## src/rtl/mips_pkg.sv

```systemverilog
// Shared constants for the MIPS control/ALU slice: opcodes, funct codes,
// ALU-control codes and bit positions inside the control bundles.
package mips_pkg;

  localparam logic [5:0] OP_RTYPE = 6'b000000;
  localparam logic [5:0] OP_LW    = 6'b100011;
  localparam logic [5:0] OP_SW    = 6'b101011;
  localparam logic [5:0] OP_BEQ   = 6'b000100;
  localparam logic [5:0] OP_ADDI  = 6'b001000;
  localparam logic [5:0] OP_J     = 6'b000010;

  localparam logic [5:0] FN_ADD = 6'b100000;
  localparam logic [5:0] FN_SUB = 6'b100010;
  localparam logic [5:0] FN_AND = 6'b100100;
  localparam logic [5:0] FN_OR  = 6'b100101;
  localparam logic [5:0] FN_SLT = 6'b101010;
  localparam logic [5:0] FN_NOR = 6'b100111;

  typedef enum logic [3:0] {
    ALU_AND = 4'b0000,
    ALU_OR  = 4'b0001,
    ALU_ADD = 4'b0010,
    ALU_SUB = 4'b0110,
    ALU_SLT = 4'b0111,
    ALU_NOR = 4'b1100,
    ALU_INV = 4'b1111
  } alu_ctrl_e;

  // ex = {RegDst, ALUOp[1:0], ALUSrc}; mem = {Branch, MemRead, MemWrite};
  // wb = {RegWrite, MemtoReg}
  localparam int unsigned EX_REGDST   = 3;
  localparam int unsigned EX_ALUOP_HI = 2;
  localparam int unsigned EX_ALUOP_LO = 1;
  localparam int unsigned EX_ALUSRC   = 0;
  localparam int unsigned MEM_BRANCH  = 2;
  localparam int unsigned MEM_READ    = 1;
  localparam int unsigned MEM_WRITE   = 0;
  localparam int unsigned WB_REGWRITE = 1;
  localparam int unsigned WB_MEMTOREG = 0;

endpackage

```

## src/rtl/mips_alu.sv

```systemverilog
// Combinational 32-bit ALU with zero flag; unknown control codes yield 0.
module mips_alu
  import mips_pkg::*;
(
  input  logic [3:0]  ctrl_i,
  input  logic [31:0] a_i,
  input  logic [31:0] b_i,
  output logic [31:0] result_o,
  output logic        zero_o
);

  always_comb begin
    result_o = '0;
    case (ctrl_i)
      ALU_AND: result_o = a_i & b_i;
      ALU_OR:  result_o = a_i | b_i;
      ALU_NOR: result_o = ~(a_i | b_i);
      ALU_ADD: result_o = a_i + b_i;
      ALU_SUB: result_o = a_i - b_i;
      ALU_SLT: result_o[0] = ($signed(a_i) < $signed(b_i));
      default: result_o = '0;
    endcase
  end

  assign zero_o = (result_o == '0);

endmodule

```

## src/rtl/mips_ctrl_alu_stage.sv

```systemverilog
// Main decode in ID, ID/EX register, then ALU-control decode and ALU in EX.
module mips_ctrl_alu_stage
  import mips_pkg::*;
(
  input  logic        clk,
  input  logic        rst,
  input  logic [5:0]  opcode,
  input  logic [31:0] rs_data,
  input  logic [31:0] rt_data,
  input  logic [31:0] imm,
  output logic        jump,
  output logic [3:0]  ex_ctrl,
  output logic [2:0]  mem_ctrl,
  output logic [1:0]  wb_ctrl,
  output logic [3:0]  alu_ctrl,
  output logic [31:0] alu_result,
  output logic        zero
);

  logic [3:0]  ex_d, ex_q;
  logic [2:0]  mem_d, mem_q;
  logic [1:0]  wb_d, wb_q;
  logic [31:0] rs_q, rt_q, imm_q;
  logic [1:0]  alu_op;
  logic [5:0]  funct;
  logic [31:0] data2;
  alu_ctrl_e   ctrl;

  always_comb begin
    jump  = 1'b0;
    ex_d  = '0;
    mem_d = '0;
    wb_d  = '0;
    case (opcode)
      OP_RTYPE: begin ex_d = 4'b0101; wb_d = 2'b11; end
      OP_LW:    begin ex_d = 4'b1000; mem_d = 3'b010; wb_d = 2'b10; end
      OP_SW:    begin ex_d = 4'b1000; mem_d = 3'b001; end
      OP_BEQ:   begin ex_d = 4'b0011; mem_d = 3'b100; end
      OP_ADDI:  begin ex_d = 4'b1000; wb_d = 2'b11; end
      OP_J:     jump = 1'b1;
      default:  ;
    endcase
  end

  always_ff @(posedge clk or posedge rst) begin
    if (rst) begin
      ex_q  <= '0;
      mem_q <= '0;
      wb_q  <= '0;
      rs_q  <= '0;
      rt_q  <= '0;
      imm_q <= '0;
    end else begin
      ex_q  <= ex_d;
      mem_q <= mem_d;
      wb_q  <= wb_d;
      rs_q  <= rs_data;
      rt_q  <= rt_data;
      imm_q <= imm;
    end
  end

  assign alu_op = ex_q[EX_ALUOP_HI:EX_ALUOP_LO];
  assign funct  = imm_q[5:0];

  always_comb begin
    ctrl = ALU_ADD;
    case (alu_op)
      2'b01: ctrl = ALU_SUB;
      2'b10: begin
        case (funct)
          FN_ADD:  ctrl = ALU_ADD;
          FN_SUB:  ctrl = ALU_SUB;
          FN_AND:  ctrl = ALU_AND;
          FN_OR:   ctrl = ALU_OR;
          FN_SLT:  ctrl = ALU_SLT;
          FN_NOR:  ctrl = ALU_NOR;
          default: ctrl = ALU_INV;
        endcase
      end
      default: ctrl = ALU_ADD;
    endcase
  end

  // ALUSrc=1 picks the register operand, 0 picks the immediate.
  assign data2 = ex_q[EX_ALUSRC] ? rt_q : imm_q;

  mips_alu u_alu (
    .ctrl_i   (ctrl),
    .a_i      (rs_q),
    .b_i      (data2),
    .result_o (alu_result),
    .zero_o   (zero)
  );

  assign ex_ctrl  = ex_q;
  assign mem_ctrl = mem_q;
  assign wb_ctrl  = wb_q;
  assign alu_ctrl = ctrl;

endmodule

```

## config.mk

```make
export PLATFORM = sky130hd
export DESIGN_NAME = mips_ctrl_alu_stage
export DESIGN_NICKNAME = d
export VERILOG_FILES = /design/src/rtl/mips_pkg.sv /design/src/rtl/mips_alu.sv /design/src/rtl/mips_ctrl_alu_stage.sv
export SDC_FILE = /design/constraint.sdc
export NUM_CORES = 1
export LEC_CHECK = 0
export BUFFER_PORTS_ARGS = -buffer_cell sky130_fd_sc_hd__buf_2
export CAP_MARGIN = 20
export CORE_ASPECT_RATIO = 0.9
export CORE_UTILIZATION = 40
export DETAILED_ROUTE_END_ITERATION = 6
export SLEW_MARGIN = 40
export SYNTH_ARGS = -nofsm -noshare
export SYNTH_HDL_FRONTEND = slang
export SYNTH_SLANG_ARGS = --single-unit
```

## constraint.sdc

```tcl
create_clock -name clk -period 9.71 [get_ports clk]
set_clock_uncertainty 0.15 [all_clocks]
set_input_delay 0 -clock clk [delete_from_list [all_inputs] [get_ports clk]]
set_output_delay 0 -clock clk [all_outputs]
set_load 0.005 [all_outputs]
```

==> results.md <==
* Post-synthesis cell type count at 77
* Min Clock Period, post-route at between 6 and 7 ns
* Postcts setup bufs at 0
* Clock Path Buffers at 2
* Peak supply drop at just over 90 µV
* Post-synth top flop: dfrtp_1
* CP endpoint kind: output port
* Layout overhead on the synthesized area at 26.5%
* CTS buffer count at 9
* Data arrival, critical path at 5.88 ns
* Register area share after synthesis at slightly below 30%
* Pre-CTS setup slack at slightly above 4 ns
* Final setup viols at 0
* Most frequent cell after synthesis: inv_1
* Power Dens Cells at between 100 and 150 nW/µm²
* Clock transition at path regs at around 0.08 ns
* Detail Route Antenna Nets at 0
* Post-synth EDFFs at 0
* Crit path required time at 9.56 ns
* Die Area at approximately 23000 µm²
* Status: finished clean
* DR iter-0 viols at 790
* Core Util, Final at roughly 52%
* Largest net degree at the start of global routing at 58
* Synth top cells by count: inv_1, dfrtp_1, ha_1, nor2_1, a21oi_1
* Hold/Removal Path Class: primary input to async pin
* Syn nets at 1244
* Aggregate global routing overflow at 0
* Seq cells post-synth at between 100 and 150
* Hpwl dp at between 20000 and 25000 µm
* Via count at 8619
* Mean post-synth cell area at roughly 8.5 µm²
* Initial core utilization at 40.7%
* CTS tree: built
* H-Tree Depth at 3
* Max Slew Vio Count at 0
* DR vias/cell at approximately 5.6
* Chip Height at 143 µm
* Final RePlAce weighted congestion at roughly 0.94
* Synthesized cell area at between 8000 and 9000 µm²
* Root Driver: clkbuf_16
* Area of the core region at ~22000 µm²
* Slew @ Worst Pin at around 0.76 ns
* CTS Sinks at 105
* Static Leak at about 5.2 nW
* Largest cells by area after synthesis: dfrtp_1, ha_1, a21oi_1, inv_1, mux2i_1
* Async set-reset flop share out of synthesis at 100%
* Worst Setup SP: ex_ctrl[0]
* Final period utilization at 62.1%
* PortBufs at 150
* Relative slew slack at slightly below 50%
* Startpoint Class: flip-flop
* Final setup margin at 3.68 ns
* Gr usage total at about a quarter
* Mapped Cells at 1033
* Crit path to: zero
* Top cell type's share of synthesized area at roughly 30%
* # rows at 51
* Maximum clock rate at ~170 MHz
* IO Pins at 151
* Final-report hold violation count at 0
* DRC Markers at 0
* Ys Warns at 0
* Initial antenna violation count at 0
* Wire length per cell at 17.9 µm
* Critical path class: flip-flop to output port
* Die W at 158 µm
* Setup Total Neg Slack at 0 ns
* Fin nets at approximately 1500
* Unrepaired setup endpoints after global routing: no
* Ant diodes at 0
* Max cap viols at 0
* WL final at between 20000 and 30000 µm
* First-pass GRT wire length at around 43000 µm
* CP max FO at 34
* 1st-pass router iterations at 7
* Vias in the first global route at approximately 8200
* Share of cells above drive strength 1 at approximately 16%
* Cell taking the most area after synthesis: dfrtp_1
[where the power goes]
part	internal [mW]	leakage [nW]	total, mW	switching [mW]
Clock	0.175	0.133	0.350	0.175
Combinational	0.189	3.85	0.450	0.262
Sequential	0.458	1.24	0.471	0.0136
[critical path, cell delays in order, from the launching register on]
cell and delay [ns]:
dfrtp_2 0.34, buf_4 0.50, nand2_1 0.12, o21a_1 0.15
inv_1 0.08, ha_1 0.22, inv_1 0.08, fa_1 0.42
nand2b_1 0.18, a2111o_1 0.43, a22o_1 0.26, o21ai_0 0.25
o221a_2 0.22, o21ai_0 0.11, or4_1 0.58, nor4_1 0.37
nand4bb_1 0.27, or4_1 0.55, nor4_2 0.22, buf_2 0.15
[kinds of logic after synthesis]
| kind of cell | Yosys count | share of synthesized area, % |
|---|---|---|
| and+or+nand+nor | 282 | 16.1 |
| AOI/OAI and AO/OA | 330 | 26.2 |
| buffers and inverters | 162 | 7.24 |
| xor gates and xnor gates | 9 | 0.894 |
| muxes | 38 | 4.40 |
| adders and majority gates | 107 | 15.4 |
| DFF | 105 | 29.8 |
[placed cells by master, fill, tap and decap left out, types with 9 or more instances in the layout]
cell type	n
a211oi_1	14
a21o_1	20
a21oi_1	81
a221o_1	17
a221oi_1	25
and2_1	10
buf_2	150
clkbuf_16	9
dfrtp_1	104
dlygate4sd3_1	107
ha_1	105
inv_1	106
mux2i_1	35
nand2_1	63
nand2b_1	10
nand3_1	10
nand4_1	9
nor2_1	83
nor2b_1	10
nor3_1	22
nor4_1	16
o211ai_1	19
o21ai_0	58
o31ai_1	13
or2_2	9
or4_1	9
[registers in the layout, summed over array words and instances (netlist names)]
register and count:
ex_ctrl 4, imm_q 32, mem_ctrl 3, rs_q 32
rt_q 32, wb_ctrl 2
[layer usage]
metal,wire (µm),track usage [%],vias to the layer above
li1,-,-,4180
met4,485,7.59,0
met3,1830,4.83,32
met1,12900,34.0,4098
met2,12600,39.4,309
met5,0,0,-
[cell type report]
type	count	area (µm²)
clock inverter	6	43.8
multi-input combinational	766	5570
clock buffer	10	229
sequential	105	2630
fill	2034	10500
timing repair buffer	266	1910
inverter	107	404
tap	291	364
[timing repair]
item                       CTS  global route
gates resized for setup      0             0
setup endpoints to repair    0             0
hold buffers               107             0
hold endpoints to repair   153             0
[stage by stage]
stage                     instance area (µm²)  instances  hold WS (ns)  power [mW]
after floorplan                          8810       1033        -0.119       0.749
after global placement                   9770       1427       -0.0423       0.887
after detailed placement                 9800       1428       -0.0407       0.888
after CTS                               11100       1551         0.107        1.27
after global routing                    11100       1551         0.112        1.35
final                                   11100       1551         0.116        1.27
[worst min-delay path by stage]
stage                           start        to  cells past startpoint
final                             rst  rs_q[21]                      3
after floorplan                imm[0]  imm_q[0]                      0
after detailed placement  rt_data[24]  rt_q[24]                      1
after global routing      rs_data[17]  rs_q[17]                      2
after CTS                 rt_data[31]  rt_q[31]                      2
after global placement    rt_data[18]  rt_q[18]                      1
(Power assumes the default switching activity.)
